$ cat config.mk
export PLATFORM = sky130hd
export DESIGN_NAME = mem_access_unit_flat
export DESIGN_NICKNAME = d
export VERILOG_FILES = /design/src/rtl/mem_access_unit_pkg.sv /design/src/rtl/mem_access_unit_if.sv /design/src/rtl/mem_access_unit_lane_addr_gen.sv /design/src/rtl/mem_access_unit.sv /design/src/flat_wrapper.sv
export SDC_FILE = /design/constraint.sdc
export NUM_CORES = 1
export LEC_CHECK = 0
export CORE_MARGIN = 10
export CORE_UTILIZATION = 30
export CTS_BUF_LIST = sky130_fd_sc_hd__clkbuf_8
export DETAILED_ROUTE_END_ITERATION = 10
export GPL_ROUTABILITY_DRIVEN = 1
export PLACE_DENSITY_LB_ADDON = 0.25
export SYNTH_ARGS = -nofsm -noshare
export SYNTH_HDL_FRONTEND = slang
export SYNTH_SLANG_ARGS = --single-unit
$ cat constraint.sdc
create_clock -name clock -period 8.7 [get_ports clock]
set_input_delay 1.74 -clock clock [delete_from_list [all_inputs] [get_ports clock]]
set_output_delay 1.74 -clock clock [all_outputs]
set_load 0.05 [all_outputs]
$ cat src/rtl/mem_access_unit_pkg.sv
// mem_access_pkg: shared types and sizing for the 3-lane strided memory access unit.
package mem_access_pkg;
   localparam int DATA_W = 16;
   localparam int ADDR_W = 16;
   localparam int MEM_WORDS = 1000;
   localparam int NLANES = 3;
   typedef enum logic [1:0] {IDLE, ISSUE, RESP} state_t;
   typedef logic [NLANES-1:0][DATA_W-1:0] lane_data_t;
   typedef logic [NLANES-1:0][ADDR_W-1:0] lane_addr_t;
endpackage

$ cat src/rtl/mem_access_unit_if.sv
// mem_req_if / mem_port_if: pipeline request/response bus and 3-port data memory bus.
interface mem_req_if;
   import mem_access_pkg::*;
   logic reqValid, reqReady, reqWrite;
   logic [ADDR_W-1:0] reqBase, reqStride;
   logic [NLANES-1:0] reqMask;
   logic [DATA_W-1:0] reqWD1, reqWD2, reqWD3;
   logic respValid, respReady, respError;
   logic [DATA_W-1:0] respRD1, respRD2, respRD3;
   modport master(output reqValid, reqWrite, reqBase, reqStride, reqMask, reqWD1, reqWD2, reqWD3, respReady,
                  input reqReady, respValid, respError, respRD1, respRD2, respRD3);
   modport slave(input reqValid, reqWrite, reqBase, reqStride, reqMask, reqWD1, reqWD2, reqWD3, respReady,
                 output reqReady, respValid, respError, respRD1, respRD2, respRD3);
endinterface

interface mem_port_if;
   import mem_access_pkg::*;
   logic [ADDR_W-1:0] memPos1, memPos2, memPos3;
   logic [DATA_W-1:0] memWD1, memWD2, memWD3;
   logic memOE, memWEnable;
   logic [DATA_W-1:0] memRD1, memRD2, memRD3;
   modport master(output memPos1, memPos2, memPos3, memWD1, memWD2, memWD3, memOE, memWEnable,
                  input memRD1, memRD2, memRD3);
   modport slave(input memPos1, memPos2, memPos3, memWD1, memWD2, memWD3, memOE, memWEnable,
                 output memRD1, memRD2, memRD3);
endinterface

$ cat src/rtl/mem_access_unit_lane_addr_gen.sv
// lane_addr_gen: strided lane addresses, per-lane checks, masked-lane fill and store collision resolution.
module lane_addr_gen
   import mem_access_pkg::*;
(
   input  logic [ADDR_W-1:0] base,
   input  logic [ADDR_W-1:0] stride,
   input  logic [NLANES-1:0] mask,
   input  lane_data_t        wd,
   output logic [NLANES-1:0] aligned,
   output logic [NLANES-1:0] in_range,
   output lane_addr_t        pos,
   output lane_data_t        data
);
   lane_addr_t addr;
   lane_data_t res;
   logic [1:0] lo;
   always_comb begin
      addr[0] = base;
      for (int i = 1; i < NLANES; i++) addr[i] = addr[i-1] + stride;
      for (int i = 0; i < NLANES; i++) begin
         aligned[i] = addr[i][1:0] == 2'b00;
         in_range[i] = 32'(addr[i][ADDR_W-1:2]) < MEM_WORDS;
      end
      lo = '0;
      for (int i = NLANES-1; i >= 0; i--) if (mask[i]) lo = 2'(i);
      // the last matching higher lane wins, so colliding ports all carry the top lane's data
      res = wd;
      for (int i = 0; i < NLANES; i++)
         for (int j = i + 1; j < NLANES; j++)
            if (mask[i] && mask[j] && addr[i][ADDR_W-1:2] == addr[j][ADDR_W-1:2]) res[i] = wd[j];
      for (int i = 0; i < NLANES; i++) begin
         pos[i] = mask[i] ? addr[i] : addr[lo];
         data[i] = mask[i] ? res[i] : res[lo];
      end
   end
endmodule

$ cat src/rtl/mem_access_unit.sv
// mem_access_unit: accepts one 3-lane strided load/store, drives the 3-port data memory, returns a registered response.
module mem_access_unit
   import mem_access_pkg::*;
(
   input logic       clock,
   input logic       nReset,
   mem_req_if.slave  req,
   mem_port_if.master mem
);
   state_t state, next;
   lane_addr_t pos, mem_pos;
   lane_data_t data, mem_wd, rd, mem_rd;
   logic [NLANES-1:0] aligned, in_range, mask_q;
   logic err, empty, err_q, oe, we;
   lane_addr_gen u_gen (
      .base(req.reqBase),
      .stride(req.reqStride),
      .mask(req.reqMask),
      .wd({req.reqWD3, req.reqWD2, req.reqWD1}),
      .aligned,
      .in_range,
      .pos,
      .data
   );
   assign err = |(req.reqMask & ~(aligned & in_range));
   assign empty = req.reqMask == '0;
   always_ff @(posedge clock) begin
      if (!nReset) state <= IDLE;
      else state <= next;
   end
   always_comb begin
      next = state == IDLE  ? (req.reqValid ? ((err || empty) ? RESP : ISSUE) : IDLE) :
             state == ISSUE ? RESP :
             (req.respReady ? IDLE : RESP);
   end
   always_comb begin
      req.reqReady = state == IDLE;
      req.respValid = state == RESP;
   end
   // rejected and empty requests leave the memory-side registers untouched
   always_ff @(posedge clock) begin
      if (!nReset) begin
         mem_pos <= '0;
         mem_wd <= '0;
         oe <= 1'b0;
         we <= 1'b0;
         rd <= '0;
         err_q <= 1'b0;
         mask_q <= '0;
      end else if (state == IDLE && req.reqValid) begin
         err_q <= err;
         rd <= '0;
         if (!err && !empty) begin
            mem_pos <= pos;
            mem_wd <= data;
            oe <= !req.reqWrite;
            we <= req.reqWrite;
            mask_q <= req.reqMask;
         end
      end else if (state == ISSUE) begin
         oe <= 1'b0;
         we <= 1'b0;
         if (oe) for (int i = 0; i < NLANES; i++) rd[i] <= mask_q[i] ? mem_rd[i] : '0;
      end
   end
   assign mem_rd = {mem.memRD3, mem.memRD2, mem.memRD1};
   assign mem.memPos1 = mem_pos[0];
   assign mem.memPos2 = mem_pos[1];
   assign mem.memPos3 = mem_pos[2];
   assign mem.memWD1 = mem_wd[0];
   assign mem.memWD2 = mem_wd[1];
   assign mem.memWD3 = mem_wd[2];
   assign mem.memOE = oe;
   assign mem.memWEnable = we;
   assign req.respError = err_q;
   assign req.respRD1 = rd[0];
   assign req.respRD2 = rd[1];
   assign req.respRD3 = rd[2];
endmodule

$ cat src/flat_wrapper.sv
// flat-port wrapper written by rule: the top's interface ports become plain ports
module mem_access_unit_flat import mem_access_pkg::*;
  (clock, nReset, req_reqValid, req_reqWrite, req_reqBase, req_reqStride, req_reqMask, req_reqWD1, req_reqWD2, req_reqWD3, req_respReady, req_reqReady, req_respValid, req_respError, req_respRD1, req_respRD2, req_respRD3, mem_memPos1, mem_memPos2, mem_memPos3, mem_memWD1, mem_memWD2, mem_memWD3, mem_memOE, mem_memWEnable, mem_memRD1, mem_memRD2, mem_memRD3);
  mem_req_if req_i ();
  mem_port_if mem_i ();
  input logic clock;
  input logic nReset;
  input wire logic [$bits(req_i.reqValid)-1:0] req_reqValid;
  input wire logic [$bits(req_i.reqWrite)-1:0] req_reqWrite;
  input wire logic [$bits(req_i.reqBase)-1:0] req_reqBase;
  input wire logic [$bits(req_i.reqStride)-1:0] req_reqStride;
  input wire logic [$bits(req_i.reqMask)-1:0] req_reqMask;
  input wire logic [$bits(req_i.reqWD1)-1:0] req_reqWD1;
  input wire logic [$bits(req_i.reqWD2)-1:0] req_reqWD2;
  input wire logic [$bits(req_i.reqWD3)-1:0] req_reqWD3;
  input wire logic [$bits(req_i.respReady)-1:0] req_respReady;
  output wire logic [$bits(req_i.reqReady)-1:0] req_reqReady;
  output wire logic [$bits(req_i.respValid)-1:0] req_respValid;
  output wire logic [$bits(req_i.respError)-1:0] req_respError;
  output wire logic [$bits(req_i.respRD1)-1:0] req_respRD1;
  output wire logic [$bits(req_i.respRD2)-1:0] req_respRD2;
  output wire logic [$bits(req_i.respRD3)-1:0] req_respRD3;
  output wire logic [$bits(mem_i.memPos1)-1:0] mem_memPos1;
  output wire logic [$bits(mem_i.memPos2)-1:0] mem_memPos2;
  output wire logic [$bits(mem_i.memPos3)-1:0] mem_memPos3;
  output wire logic [$bits(mem_i.memWD1)-1:0] mem_memWD1;
  output wire logic [$bits(mem_i.memWD2)-1:0] mem_memWD2;
  output wire logic [$bits(mem_i.memWD3)-1:0] mem_memWD3;
  output wire logic [$bits(mem_i.memOE)-1:0] mem_memOE;
  output wire logic [$bits(mem_i.memWEnable)-1:0] mem_memWEnable;
  input wire logic [$bits(mem_i.memRD1)-1:0] mem_memRD1;
  input wire logic [$bits(mem_i.memRD2)-1:0] mem_memRD2;
  input wire logic [$bits(mem_i.memRD3)-1:0] mem_memRD3;
  assign req_i.reqValid = req_reqValid;
  assign req_i.reqWrite = req_reqWrite;
  assign req_i.reqBase = req_reqBase;
  assign req_i.reqStride = req_reqStride;
  assign req_i.reqMask = req_reqMask;
  assign req_i.reqWD1 = req_reqWD1;
  assign req_i.reqWD2 = req_reqWD2;
  assign req_i.reqWD3 = req_reqWD3;
  assign req_i.respReady = req_respReady;
  assign req_reqReady = req_i.reqReady;
  assign req_respValid = req_i.respValid;
  assign req_respError = req_i.respError;
  assign req_respRD1 = req_i.respRD1;
  assign req_respRD2 = req_i.respRD2;
  assign req_respRD3 = req_i.respRD3;
  assign mem_memPos1 = mem_i.memPos1;
  assign mem_memPos2 = mem_i.memPos2;
  assign mem_memPos3 = mem_i.memPos3;
  assign mem_memWD1 = mem_i.memWD1;
  assign mem_memWD2 = mem_i.memWD2;
  assign mem_memWD3 = mem_i.memWD3;
  assign mem_memOE = mem_i.memOE;
  assign mem_memWEnable = mem_i.memWEnable;
  assign mem_i.memRD1 = mem_memRD1;
  assign mem_i.memRD2 = mem_memRD2;
  assign mem_i.memRD3 = mem_memRD3;
  mem_access_unit u_core (.clock(clock), .nReset(nReset), .req(req_i), .mem(mem_i));
endmodule
After elaboration in Yosys (flattened, before gate mapping):

Index checks and enable logic that the tools add are counted.

* ROM bits: 0
* memories: 0
* register bits: 152
* latch bits: 0
* RAM bits: 0
* logic and storage cells: 82
* bits of input ports: 136

* magnitude comparators: 4
* equality and inequality tests: 6
* reduce and logical (&&, ||, !) cells: 23
* muxes and demuxes: 29
* shift-type cells: 0
* divide/modulo/power cells: 0
* add/subtract/negate cells: 2
* bitwise logic cells: 4
* $mul: 0

Operators with widths (number)
* $mux 16: 14
* $bmux 16 s2: 2
* $eq 14x14->1: 3
* $lt 14x10->1 const B: 3
* $add 16x16->16: 2
* $mux 2: 8
* $logic_and 1x1->1: 8
* $logic_not 2->1: 4
* $and 3x3->3: 2
* $reduce_and 2->1: 3
* $mux 1: 5
* $logic_not 1->1: 3
* $logic_not 3->1: 1
* $lt 2x3->1 const B: 1
* $not 3->3: 1
* $reduce_or 3->1: 1
* $eq 2x1->1 const B: 1
* $eq 2x2->1 const B: 1
* $ne 2x2->1 const B: 1
* $reduce_bool 2->1: 1
* $reduce_or 2->1: 1
* $logic_or 1x1->1: 1
* $not 1->1: 1

Depth between registers and ports, before layout:

Gate-level depths: netlist of run 1.

* depth after elaboration: 11
* mapped depth: 23
* mapped depth without buffers: 18

Modules after synthesis:

Synthesis of run 1 repeated with hierarchy kept, for this count alone.

* cell total of the unflattened synthesis: 1397
* area, all modules: 10879.2 um2

Modules (own cells, without submodules)
* mem_access_unit: instances 1, area each 5983.2 um2, cells an instance 676
* lane_addr_gen: instances 1, area each 4895.9 um2, cells an instance 721

Worst setup path after synthesis of run 1:

No wires, ideal clock.

* path type: input -> register
* start: input req_reqStride[0]
* end: register u_core.mem_wd (netlist bit u_core.mem.memWD1[15])
* required time: 8613 ps
* stages on the path: 21
* path slack: 1976 ps
* arrival: 6637 ps
* setup time: 87 ps
* cell sequence: ha_1 > fa_1 > a21o_1 > a221oi_1 > mux2i_1 > nand2_1 > inv_1 > ha_1 > a21oi_1 > o221ai_1 > and3_1 > or4_1 > a2111oi_0 > nor4b_1 > a41o_1 > buf_2 > and2_1 > buf_4 > nand2_2 > buf_2 > o31ai_1

* cells in the longest elaborated chain, start to end: 10
* elaborated cells on any way between the ends: 25
* classes of those cells: add/sub: 2; order compare: 2; eq/ne: 3; mux: 6; bitwise: 3; reduce/logical: 9

RTL lines
* from (decl): line flat_wrapper.sv:11 `input wire logic [$bits(req_i.reqStride)-1:0] req_reqStride;`
* $add 16x16->16 (2 in series): line mem_access_unit_lane_addr_gen.sv:19 `for (int i = 1; i < NLANES; i++) addr[i] = addr[i-1] + stride;`
* $lt 14x10->1 or $logic_not 2->1 (tied branches): line mem_access_unit_lane_addr_gen.sv:22, mem_access_unit_lane_addr_gen.sv:21
* $and 3x3->3: line mem_access_unit.sv:25 `assign err = |(req.reqMask & ~(aligned & in_range));`
* $not 3->3: line mem_access_unit.sv:25
* $and 3x3->3: line mem_access_unit.sv:25
* $reduce_or 3->1: line mem_access_unit.sv:25
* $logic_not 1->1: line mem_access_unit.sv:53 `if (!err && !empty) begin`
* $logic_and 1x1->1: line mem_access_unit.sv:53
* $reduce_and 2->1 (no source line)
* to (signal assigned): line mem_access_unit.sv:55 `mem_wd <= data;`
* to (decl): line mem_access_unit.sv:12 `lane_data_t data, mem_wd, rd, mem_rd;`

Parallel ways exist; a longest one is shown, timed or not. The select of a mux whose other input is x is not followed.
A chain may end at the register's enable or synchronous reset.

Worst setup path after layout of run 1:

* start: input req_reqBase[0]
* end: register u_core.mem_wd (netlist bit u_core.mem.memWD1[8])

* cells in the longest elaborated chain, start to end: 10
* elaborated cells on any way between the ends: 26
* classes of those cells: add/sub: 2; order compare: 2; eq/ne: 3; mux: 6; bitwise: 3; reduce/logical: 10

RTL lines
* from (decl): line flat_wrapper.sv:10 `input wire logic [$bits(req_i.reqBase)-1:0] req_reqBase;`
* $add 16x16->16 (2 in series): line mem_access_unit_lane_addr_gen.sv:19
* $lt 14x10->1 or $logic_not 2->1 (tied branches): line mem_access_unit_lane_addr_gen.sv:22, mem_access_unit_lane_addr_gen.sv:21
* $and 3x3->3: line mem_access_unit.sv:25
* $not 3->3: line mem_access_unit.sv:25
* $and 3x3->3: line mem_access_unit.sv:25
* $reduce_or 3->1: line mem_access_unit.sv:25
* $logic_not 1->1: line mem_access_unit.sv:53
* $logic_and 1x1->1: line mem_access_unit.sv:53
* $reduce_and 2->1 (no source line)

Parallel ways exist; a longest one is shown, timed or not. The select of a mux whose other input is x is not followed.

==> reports/qor.txt, run 1 <==
status - complete, no violations
worst min path class - reg -> reg
antenna violations before repair - 6
endpoints failing setup - 0
Post-CTS Resized - 0
Vias/cell - 5.39
Final ANT Viol Nets - 0
minimum clock period - 7.70 ns
Post-synth ARST share - 0%
Core Rows - 67
worst skew pair latency - 0.48 ns
nets - 1,674
Synth cell types - 80
Critical Path Source - req_reqBase[0]
Initial Utilization - 30.4%
setup TNS - 0 ns
GRT overflow - 0
fmax - 0.130 GHz
ys flop type - dfxtp_1
die height - 204 um
first-pass GRT wire length - 60,900 um
IO Port Bufs - 284
worst reg-to-reg path cell count - 7
cts hold-fix bufs - 0
Synth Cell Area - 0.0102 mm^2
endpoint class of the critical path - flip-flop
Cells after Synth - 1,274
critical path peak fanout - 17
Seq cells post-synth - 152
CTS tree - built
worst slew pin tran - 1.12 ns
cell family with the largest share of critical-path delay - compound AO/OA/AOI/OAI gates
routed wire length - 40,900 um
Worst VDD drop - 0.0674 mV
Die Wd - 204 um
r2r endpoint - u_core.mem.memWD1[8]$_SDFFE_PN0P_
Fin. Hold Viols - 0
Critical-path top delay cell - a221oi_1
ratio of cells with drive above 1 in the final layout - 7.12%
Seq/Total Area, Yosys - 29.9%
crit-path max cell delay - 0.61 ns
vias in the first global route - 10,100
CORE AREA - 0.0335 mm^2
CTS Buffer Depth - 2
GRT Overall Usage - 18.6%
Register Area - 0.00304 mm^2
routability cong. - 0.901
CTS Sinks - 152
vias - 10,600
CP bufs+invs - 3
RSZ-0062 raised after global routing - false
CTS Buf Count - 17
pin count of the biggest net entering global routing - 56
r2r startpoint - u_core.state[1]$_SDFF_PN0_
Slew headroom - 25.1%
clock slew at reported path FFs - 0.10 ns
# fillers - 3,445
PD cells - 151 mW/mm^2
Final Non-Filler Cells - 1,967
max_cap viols - 0
# DRC - 0
HPWL Detailed - 32,000 um
DR pass1 iterations - 4
Worst setup SP type - input port
crit path cell chain - clkdlybuf4s50_1 > ha_1 > fa_1 > a21o_1 > a221oi_1 > mux2i_1 > nand2_1 > inv_1 > ha_1 > a21oi_1 > o221ai_1 > and3_1 > or4_1 > a2111oi_0 > nor4b_1 > a31o_2 > and2_2 > buf_4 > nand3_2 > o221ai_1
leakage power - 5.24 nW
r2r setup slk - 6.37 ns
Period Utilization, post-route - 88.5%
Root Buffer - clkbuf_8
H-tree depth - 4
DIE AREA - 0.0417 mm^2
area grow syn2layout - 35.0%
Synth Net Count - 1,445
post-CTS setup buffer count - 0
wire per inst - 20.8 um
Mapped Avg Cell Area - 8.00 um^2
Req. time, crit path - 9.08 ns
area occupied by multi-input gates - 0.00656 mm^2
1st-iter DRT viols - 656
fin. max-slew vios - 0
Worst Clk Skew - 0.0140 ns
CP Depth - 20
io pins - 285
critical path arrival - 8.09 ns
WS Path Type - in -> reg
placed cells - 1,932
Yosys warnings - 0
worst setup path endpoint - u_core.mem.memWD1[8]$_SDFFE_PN0P_
number of enable flip-flop cells after synthesis - 0
-- tightest hold or removal path: cells and delay by family, from the launching register on --
| kind | cells | cell delay [ns] |
|---|---|---|
| DFF | 1 | 0.32 |
| and+or+nand+nor | 1 | 0.05 |
| AOI/OAI and AO/OA | 1 | 0.05 |
-- how the worst min path moves through the flow --
stage | cells past startpoint | slack (ns) | startpoint | to
6_report | 2 | 0.46 | u_core.req.respRD1[3]$_SDFFE_PP0P_ | u_core.req.respRD1[3]$_SDFFE_PP0P_
5_1_grt | 2 | 0.47 | u_core.req.respRD2[2]$_SDFFE_PP0P_ | u_core.req.respRD2[2]$_SDFFE_PP0P_
4_1_cts | 2 | 0.46 | u_core.req.respRD1[11]$_SDFFE_PP0P_ | u_core.req.respRD1[11]$_SDFFE_PP0P_
3_5_place_dp | 2 | 0.44 | u_core.mem.memWD2[11]$_SDFFE_PN0P_ | u_core.mem.memWD2[11]$_SDFFE_PN0P_
3_3_place_gp | 2 | 0.44 | u_core.req.respRD1[9]$_SDFFE_PP0P_ | u_core.req.respRD1[9]$_SDFFE_PP0P_
2_1_floorplan | 3 | 0.56 | u_core.state[1]$_SDFF_PN0_ | u_core.state[1]$_SDFF_PN0_
-- synthesized netlist by cell type, types with 5 or more instances --
cell | instances | area (um^2)
ha_1 | 33 | 413
nand3_1 | 83 | 415
o31ai_1 | 21 | 158
and2_1 | 35 | 219
o211ai_1 | 22 | 165
nor4_1 | 5 | 31.3
nor2_1 | 56 | 210
o21ai_0 | 54 | 270
inv_1 | 33 | 124
nor3_1 | 9 | 45.0
a21o_1 | 25 | 188
nand4_1 | 9 | 56.3
a21oi_1 | 148 | 741
a211oi_1 | 23 | 173
mux2i_1 | 52 | 521
xor2_1 | 13 | 114
a221oi_1 | 28 | 245
xnor2_1 | 32 | 280
xnor3_1 | 10 | 225
a311o_1 | 6 | 60.1
o221ai_1 | 7 | 61.3
a2111oi_0 | 6 | 52.6
or3_1 | 5 | 31.3
buf_2 | 25 | 125
clkbuf_1 | 64 | 240
a31oi_1 | 6 | 37.5
nand2_1 | 178 | 668
dfxtp_1 | 152 | 3040
mux2_2 | 15 | 169
a31o_2 | 14 | 123
-- through the flow --
step | instance area, um^2 | utilization (%) | power (mW) | worst slack [ns] | hold WS [ns]
2_1_floorplan | 10200 | - | 1.26 | 1.98 | 0.556
3_3_place_gp | 13300 | 39.8 | 1.50 | 0.825 | 0.438
3_5_place_dp | 13300 | 39.8 | 1.51 | 0.677 | 0.440
4_1_cts | 13700 | 41.0 | 2.09 | 1.16 | 0.456
5_1_grt | 13800 | 41.0 | 2.19 | 0.521 | 0.474
6_report | 13800 | 41.0 | 2.07 | 0.997 | 0.456
-- per-layer routing --
layer	up-vias	global-route usage, %	routed length, um
met5	-	0	44
met4	6	5.16	631
met3	44	4.88	3060
met2	389	29.9	18700
met1	5026	24.0	18400
li1	5133	-	-
-- cells by family (layout without fill, tap and decap cells) --
kind of cell | after synthesis | in the layout | synth area share, %
buffers and inverters | 135 | 377 | 5.76
AND/OR/NAND/NOR | 421 | 421 | 19.9
XOR/XNOR | 59 | 59 | 7.01
other | 0 | 3 | 0
adder cells (fa/ha/maj) | 35 | 35 | 4.45
AO/OA/AOI/OAI | 403 | 403 | 26.0
multiplexers | 69 | 69 | 6.99
flip-flops | 152 | 152 | 29.9
-- area by class of cell --
| class | count | area share, % |
|---|---|---|
| antenna | 3 | 0.0546 |
| clock buffer | 17 | 1.70 |
| clock inverter | 15 | 1.30 |
| inverter | 34 | 0.928 |
| multi-input combinational | 987 | 47.7 |
| sequential | 152 | 22.1 |
| tap | 448 | 4.07 |
| timing repair buffer | 311 | 22.1 |
-- power by group --
group	total, mW	internal [mW]	switching [mW]	leakage (nW)
Sequential	0.716	0.707	0.00898	1.23
Combinational	0.783	0.323	0.459	3.80
Clock	0.576	0.268	0.308	0.210
-- registers in the layout (all words and copies together), names as in the netlist --
register and cells:
u_core.mask_q 3, u_core.req.respError 1, u_core.mem.memWD2 16, u_core.mem.memPos1 16, u_core.mem.memOE 1, u_core.mem.memWD3 16, u_core.mem.memWEnable 1, u_core.req.respRD2 16
u_core.req.respRD3 16, u_core.state 2, u_core.mem.memWD1 16, u_core.req.respRD1 16, u_core.mem.memPos3 16, u_core.mem.memPos2 16
-- placed cells by master (no fill, tap or decap), types with 33 or more instances in the layout --
master	count
dfxtp_1	152
clkdlybuf4s50_1	283
and2_1	34
nor2_1	56
mux2i_1	52
ha_1	33
inv_1	33
nand2_1	178
nand3_1	83
a21oi_1	147
o21ai_0	54
Note: power is estimated with default switching activity, not from simulation.
==> inputs of run 2 (changes only) <==
Settings changed: CTS_BUF_LIST sky130_fd_sc_hd__clkbuf_8 to default.
==> run 2 against run 1 <==
Net effect: non-clock buffer count unchanged; clock skew down 0.0044 ns; via count up 0.90%; die area unchanged; worst setup slack worse by 0.027 ns; global-route usage about the same; routed wire length about the same; worst hold slack worse by 0.0042 ns; sequential power about the same; first-iteration DRC count up 9.8%; cell count about the same; utilization up 0.58 points; critical path type unchanged; critical endpoint unchanged; highest routed layer unchanged.
==> reports/qor.txt, run 2 (synthesized netlist as in run 1, its figures left out) <==
status - complete, no violations
Final ANT Viol Nets - 0
DIE AREA - 0.0417 mm^2
io pins - 285
final instance area - 0.0139 mm^2
setup TNS - 0 ns
HPWL Detailed - 32,000 um
PD cells - 162 mW/mm^2
vias in the first global route - 10,100
routability cong. - 0.901
max_cap viols - 0
crit-path max cell delay - 0.61 ns
crit path cell chain - clkdlybuf4s50_1 > ha_1 > fa_1 > a21o_1 > a221oi_1 > mux2i_1 > nand2_1 > inv_1 > ha_1 > a21oi_1 > o221ai_1 > and3_1 > or4_1 > a2111oi_0 > nor4b_1 > a31o_2 > and2_2 > buf_4 > nand3_2 > o221ai_1
endpoint class of the critical path - flip-flop
worst reg-to-reg path cell count - 7
Worst VDD drop - 0.106 mV
H-tree depth - 4
leakage power - 5.32 nW
Hold WS - 0.452 ns
r2r endpoint - u_core.mem.memWD2[12]$_SDFFE_PN0P_
Worst Clk Skew - 0.00957 ns
Period Utilization, post-route - 88.8%
critical path arrival - 8.07 ns
Slew headroom - 23.6%
Root Buffer - clkbuf_16
Worst Hold Path EP - u_core.req.respRD2[2]$_SDFFE_PP0P_
# DRC - 0
GRT Overall Usage - 18.6%
Die Wd - 204 um
most frequent cells in the layout - clkdlybuf4s50_1, nand2_1, dfxtp_1, a21oi_1, nand3_1
nets - 1,674
CTS Sinks - 152
worst skew pair latency - 0.43 ns
DP Area - 0.0133 mm^2
GRT overflow - 0
endpoints failing setup - 0
clock slew at reported path FFs - 0.07 ns
r2r startpoint - u_core.state[1]$_SDFF_PN0_
fmax - 0.129 GHz
RSZ-0062 raised after global routing - false
fin. max-slew vios - 0
Vias/cell - 5.43
IO Port Bufs - 284
ratio of cells with drive above 1 in the final layout - 7.12%
WS Path Type - in -> reg
worst slew pin tran - 1.14 ns
Worst Hold Depth - 2
r2r setup slk - 6.39 ns
CTS tree - built
post-CTS setup buffer count - 0
leading cell type in the layout, fill and taps excluded - clkdlybuf4s50_1
DR pass1 iterations - 7
minimum clock period - 7.73 ns
wire per inst - 20.8 um
# fillers - 3,418
CTS Buffer Depth - 2
cts hold-fix bufs - 0
worst min path class - reg -> reg
routed wire length - 40,800 um
Core Rows - 67
final core utilization - 41.6%
CTS Buf Count - 17
Worst setup SP type - input port
Critical-path top delay cell - a221oi_1
CORE AREA - 0.0335 mm^2
critical path peak fanout - 17
antenna violations before repair - 7
Fin. Hold Viols - 0
area grow syn2layout - 36.9%
first-pass GRT wire length - 61,000 um
Req. time, crit path - 9.04 ns
Initial Utilization - 30.4%
vias - 10,700
die height - 204 um
Post-CTS Resized - 0
pin count of the biggest net entering global routing - 56
Worst Hold Launch - u_core.req.respRD2[2]$_SDFFE_PP0P_
1st-iter DRT viols - 720
[run 2: cell count changes in the layout (fill, tap and decap cells not counted)]
cell / before / now
diode_2: 3 / 4
clkbuf_8: 17 / 0
clkbuf_16: 0 / 17
[run 2: per-layer routing]
metal | wire length [um] | global-route usage (%) | vias to the layer above | part of all wire [%]
li1 | - | - | 5142 | -
met1 | 18100 | 24.0 | 5050 | 44
met2 | 18700 | 29.9 | 441 | 46
met3 | 3260 | 4.76 | 54 | 8.0
met4 | 688 | 5.29 | 6 | 1.7
met5 | 44 | 0 | - | 0.11
[run 2: how the worst max path moves through the flow]
stage                                 from                                 end  cells past startpoint
after floorplan           req_reqStride[0]  u_core.mem.memWD1[15]$_SDFFE_PN0P_                     21
after global placement      req_reqBase[0]  u_core.mem.memWD1[10]$_SDFFE_PN0P_                     20
after detailed placement    req_reqBase[0]   u_core.mem.memWD1[8]$_SDFFE_PN0P_                     20
after CTS                   req_reqBase[0]   u_core.mem.memWD1[8]$_SDFFE_PN0P_                     20
after global routing      req_reqStride[0]   u_core.mem.memWD1[8]$_SDFFE_PN0P_                     20
final                       req_reqBase[0]   u_core.mem.memWD1[8]$_SDFFE_PN0P_                     20
[run 2: metrics by stage]
stage	total power, mW	cells	worst slack (ns)
2_1_floorplan	1.26	1274	1.98
3_3_place_gp	1.50	1932	0.825
3_5_place_dp	1.51	1932	0.677
4_1_cts	2.28	1964	1.10
5_1_grt	2.38	1967	0.458
6_report	2.26	1968	0.970
[run 2: area by class of cell]
cell class	instances	area, um^2	share of cell area (%)
Clock inverter	15	179	1.28
Sequential cell	152	3040	21.8
Timing Repair Buffer	311	3040	21.8
Antenna cell	4	10.0	0.0718
Clock buffer	17	425	3.05
Multi-Input combinational cell	987	6560	47.1
Inverter	34	128	0.915
Tap cell	448	561	4.02
[run 2: critical path, delay by kind of cell]
kind	cells	cell delay (ns)
multiplexers	1	0.32
buffers and inverters	3	0.95
adder cells (fa/ha/maj)	3	0.98
AO/OA/AOI/OAI	7	2.08
AND/OR/NAND/NOR	6	1.99
[run 2: power by group]
| part | internal [mW] | switching [mW] | leakage, nW | total [mW] |
|---|---|---|---|---|
| clock network | 0.436 | 0.329 | 0.297 | 0.765 |
| logic | 0.323 | 0.460 | 3.80 | 0.783 |
| registers | 0.707 | 0.00898 | 1.23 | 0.716 |
| total | 1.47 | 0.798 | 5.32 | 2.26 |
==> inputs of run 3 (changes only) <==
Settings changed: ABC_CLOCK_PERIOD_IN_PS from default to 8700.
==> results of run 3 <==
The final DEF is identical to that of run 2; final timing and power are the same.
